[src/rtl/thread_pc_sequencer.sv]
// Round-robin per-thread PC sequencer: one fixed issue slot per thread per rotation,
// with retire feedback (increment / jump / annulled re-issue), host PC loads and a stall counter.
module thread_pc_sequencer #(
    parameter int PC_WIDTH          = 10,
    parameter int THREAD_COUNT      = 8,
    parameter int THREAD_ADDR_WIDTH = 3,
    parameter int PC_RESET_BASE     = 0,
    parameter int PC_RESET_STRIDE   = 0,
    parameter int STALL_COUNT_WIDTH = 16
) (
    input  logic                         clock,
    input  logic                         reset_n,
    input  logic [THREAD_COUNT-1:0]      thread_enable,
    input  logic                         retire_valid,
    input  logic [THREAD_ADDR_WIDTH-1:0] retire_thread,
    input  logic [PC_WIDTH-1:0]          retire_pc,
    input  logic                         retire_io_ready,
    input  logic                         retire_jump,
    input  logic [PC_WIDTH-1:0]          retire_target,
    input  logic                         host_wren,
    input  logic [THREAD_ADDR_WIDTH-1:0] host_thread,
    input  logic [PC_WIDTH-1:0]          host_pc,
    output logic                         issue_valid,
    output logic [THREAD_ADDR_WIDTH-1:0] issue_thread,
    output logic [PC_WIDTH-1:0]          issue_pc,
    output logic [STALL_COUNT_WIDTH-1:0] stall_events
);

    logic [THREAD_ADDR_WIDTH-1:0] slot;
    logic [PC_WIDTH-1:0]          pc      [THREAD_COUNT];
    logic [PC_WIDTH-1:0]          pc_next [THREAD_COUNT];

    // Ids at or above THREAD_COUNT never match any t, so they fall through to "hold".
    always_comb begin
        for (int t = 0; t < THREAD_COUNT; t++) begin
            pc_next[t] = pc[t];
            if (host_wren && host_thread == THREAD_ADDR_WIDTH'(t)) begin
                pc_next[t] = host_pc;
            end else if (retire_valid && retire_thread == THREAD_ADDR_WIDTH'(t)) begin
                if (!retire_io_ready) begin
                    pc_next[t] = retire_pc;
                end else if (retire_jump) begin
                    pc_next[t] = retire_target;
                end else begin
                    pc_next[t] = retire_pc + PC_WIDTH'(1);
                end
            end
        end
    end

    always_ff @(posedge clock or negedge reset_n) begin
        if (!reset_n) begin
            slot         <= '0;
            issue_valid  <= 1'b0;
            issue_thread <= '0;
            issue_pc     <= '0;
            stall_events <= '0;
            for (int t = 0; t < THREAD_COUNT; t++) begin
                pc[t] <= PC_WIDTH'(PC_RESET_BASE + t * PC_RESET_STRIDE);
            end
        end else begin
            slot <= (slot == THREAD_ADDR_WIDTH'(THREAD_COUNT - 1)) ? '0
                                                                   : slot + THREAD_ADDR_WIDTH'(1);
            // Issue from the post-update value so a same-cycle write is never fetched stale.
            issue_thread <= slot;
            issue_pc     <= pc_next[slot];
            issue_valid  <= thread_enable[slot];
            for (int t = 0; t < THREAD_COUNT; t++) begin
                pc[t] <= pc_next[t];
            end
            if (retire_valid && !retire_io_ready &&
                stall_events != {STALL_COUNT_WIDTH{1'b1}}) begin
                stall_events <= stall_events + STALL_COUNT_WIDTH'(1);
            end
        end
    end

endmodule

[config.mk]
export PLATFORM = sky130hd
export DESIGN_NAME = thread_pc_sequencer
export DESIGN_NICKNAME = d
export VERILOG_FILES = /design/src/rtl/thread_pc_sequencer.sv
export SDC_FILE = /design/constraint.sdc
export NUM_CORES = 1
export LEC_CHECK = 0
export ABC_AREA = 1
export CORE_ASPECT_RATIO = 0.75
export CORE_UTILIZATION = 51
export DETAILED_ROUTE_END_ITERATION = 6
export PLACE_DENSITY = 0.73
export RECOVER_POWER = 50
export SLEW_MARGIN = 20
export SYNTH_ARGS = -nofsm -noshare
export SYNTH_HDL_FRONTEND = slang
export SYNTH_SLANG_ARGS = --single-unit
[constraint.sdc]
create_clock -name clock -period 1.7 [get_ports clock]
set_clock_uncertainty 0.15 [all_clocks]
set_input_delay 0.34 -clock clock [delete_from_list [all_inputs] [get_ports clock]]
set_output_delay 0.34 -clock clock [all_outputs]
set_load 0.02 [all_outputs]
==> key figures <==
Clock tree
  – TritonCTS Sinks: 113
  – CTS tree: built
  – Worst-skew pair later-pin latency: 0.44 ns
  – CTS max path bufs: 2
  – CTS H-tree lvls: 4
  – Clk slew on worst S/H paths: 0.06 ns
  – Root Buffer: clkbuf_16
  – CTS Buf Count: 17

Run status
  – Outcome: finished with violations
  – Violated checks: DRC, setup timing

Setup path
  – Critical path fanouts, max: 4
  – Slack of the worst reg-to-reg path: -0.14 ns
  – Crit path DAT: 2.17 ns
  – WS Path Type: input port to flip-flop
  – CP startpoint: host_thread[1]
  – Worst setup SP type: input port
  – Data required, critical path: 1.92 ns
  – Critical Path Sink Type: flip-flop
  – Reg-to-reg startpoint: stall_events[0]

Synth
  – Synth Flop Type: dfrtp_1
  – Syn Area/Cell: 7.17 µm²
  – Netlist cell types: 43
  – Synth top area share: 0.421
  – Mapped Nets: 992
  – Synthesized cell area: 0.00672 mm²
  – Post-synth EDFFs: 0
  – Synth top area cells: dfrtp_1 42%, nand2_1 15%, nand3_1 8.0%
  – Ys async rst share: 1.00
  – Area leader, netlist: dfrtp_1
  – #FFs+latches synth: 113
  – Sequential share of the synthesized area: 0.421
  – YS warnings: 0
  – Post-Syn Instances: 938

Floorplanning
  – Initial Util: 0.535
  – Boundary Pins: 80
  – Num rows: 35
  – Horiz. Die Dim: 135 µm
  – Die area: 0.0136 mm²
  – Die height: 101 µm
  – CORE AREA: 0.0126 mm²

STA
  – Tightest Pin Transition: 0.786 ns
  – F_max: 0.511 GHz
  – Post-route setup slack: -0.257 ns
  – Unrepaired setup endpoints after global routing: yes
  – Slew headroom: 0.476
  – WHS: 0.322 ns
  – Min Tclk post-route: 1.96 ns
  – Setup violators final: 25
  – Final-report hold violation count: 0
  – Tcrit/Tclk final: 1.15
  – Final Max Tran Viols: 0

Global routing
  – Pin count of the biggest net entering global routing: 44
  – GRT Total Usage: 0.362
  – Vias in the first global route: 7402
  – Initial antenna violation count: 0
  – GRT overflow: 0
  – First-pass GRT wire length: 37.0 mm

Detailed routing
  – Routed wire length: 26.0 mm
  – Via-per-instance ratio: 5.77
  – Via count: 7963
  – DRT antenna net count: 0
  – 1st-pass router iterations: 7
  – Initial DRC Count: 940
  – # DRC: 1
  – Wire per inst: 18.8 µm

Power
  – Pwr dens: 988 mW/mm²
  – Leakage: 5.01 nW
  – Peak VDD IR: 0.000806 V

Placed design
  – Port-buffer cells: 79
  – Dpl ws: -0.815 ns
  – GPL Wtd Cong: 0.882
  – Post-DP HPWL: 15.6 mm

Layout
  – Area delta synth->final: 52.0%
  – # fillers: 769
  – Multi-input gate area: 0.00385 mm²
  – Final Util: 0.813
  – Share of cells above drive strength 1: 0.319
  – ANT cells: 0
  – Register Area: 0.00283 mm²
  – Nets: 1254

Min path
  – Hold Crit Start: host_wren
  – Hold Path Class: input port to flip-flop

Flow run
  – Maximum Capacitance Violations: 0
-- sequential cells by signal (all words and copies together) (netlist names) --
signal and flops:
issue_valid 1, issue_thread 3, stall_events 16, slot 3, issue_pc 10, pc 80
-- Yosys cell counts, types with 3 or more instances --
library cell,instances
dfrtp_1,113
nand3_1,108
a21oi_1,59
nand2_1,275
inv_2,11
nand2_4,3
inv_1,74
o22ai_1,11
o21ai_1,14
o211ai_1,9
o21ai_0,56
nor2_2,6
buf_4,6
xor2_1,8
nand4_1,3
clkbuf_1,14
a21boi_0,17
nor3_1,5
xnor2_1,6
buf_6,3
a21oi_2,5
ha_1,4
buf_2,11
nor2_1,84
nand2_2,3
buf_1,5
and2_1,5
-- path summary, 6_finish.rpt --
check / depth (start not counted) / endpoint
setup reg to reg: 9 / stall_events[15]
hold reg to reg: 2 / stall_events[14]
hold / removal: 5 / pc[32]
setup / recovery: 14 / issue_pc[6]
min in group asynchronous: 2 / stall_events[15]
max in group asynchronous: 3 / pc[50]
-- final cells by class --
cell class | instances | area share
repair inverters | 2 | 0.000980
clock buffers | 18 | 0.0420
well taps | 166 | 0.0203
flip-flops and latches | 113 | 0.277
inverters | 89 | 0.0376
multi-input cells | 697 | 0.377
clock inverters | 14 | 0.0156
repair buffers | 280 | 0.230
-- report_power, final --
part           internal (W)  switching (W)
Combinational       0.00135        0.00166
Clock               0.00217        0.00144
Sequential          0.00324       0.000233
-- cell usage in the layout, fill, tap and decap left out, types with 5 or more instances in the layout --
master,instances
a21oi_2,10
dlygate4sd2_1,17
nor2_1,66
clkbuf_16,17
a21boi_0,17
buf_4,169
o21ai_1,18
xnor2_1,6
buf_12,9
inv_2,15
clkinv_4,7
nand2_4,10
buf_6,16
a21oi_1,52
o211ai_1,9
nand3_1,94
nand2_1,257
o22ai_1,9
buf_2,18
clkinvlp_4,6
dfrtp_1,111
o21ai_2,6
inv_4,5
o21ai_0,45
nor2_2,9
nor2_4,15
and2_1,5
inv_1,61
nand3_4,10
clkbuf_2,12
nand3_2,7
clkdlybuf4s50_1,27
nand2_2,14
xor2_1,7
-- per-layer routing --
metal | GRT usage | wire length, µm
met5 | 0 | 0
met4 | 0.172 | 1110
met3 | 0.0896 | 2720
met2 | 0.580 | 11600
met1 | 0.466 | 10600
-- per-stage QoR --
| stage | TNS, ns | power, W | area, µm² | cells |
|---|---|---|---|---|
| 3_5_place_dp | -48.74 | 0.00620 | 9030 | 1309 |
| 6_report | -2.09 | 0.0101 | 10200 | 1379 |
| 3_3_place_gp | -45.20 | 0.00613 | 9030 | 1309 |
| 5_1_grt | -4.09 | 0.0105 | 10200 | 1379 |
| 4_1_cts | -0.700 | 0.00979 | 9940 | 1361 |
| 2_1_floorplan | -0.172 | 0.00494 | 6870 | 938 |
-- cell families after synthesis --
kind of cell | share of synthesized area
multiplexers | 0.00168
flip-flops | 0.421
adder cells (fa/ha/maj) | 0.00745
buffers and inverters | 0.0806
XOR/XNOR | 0.0182
AO/OA/AOI/OAI | 0.154
AND/OR/NAND/NOR | 0.317
-- worst max-delay path: stages --
cell and delay, ns:
clkbuf_2 0.16, inv_1 0.10, nor2_1 0.15, inv_1 0.12, nor2_1 0.32, buf_4 0.23, a21oi_1 0.07, a21oi_2 0.19
nand2_1 0.11, nand2_1 0.07, nand2_1 0.06, nand2_1 0.09, nand2_2 0.07, nand2_1 0.10
-- what timing repair did --
item / 4_1_cts / 5_1_grt
hold buffers: 1 / 0
pin swaps: 29 / 55
hold endpoints to repair: 22 / 0
resized for setup: 164 / 111
gates cloned: 2 / 2
setup buffers: 17 / 17
setup endpoints to repair: 98 / 33
Note: power is estimated with default switching activity, not from simulation.
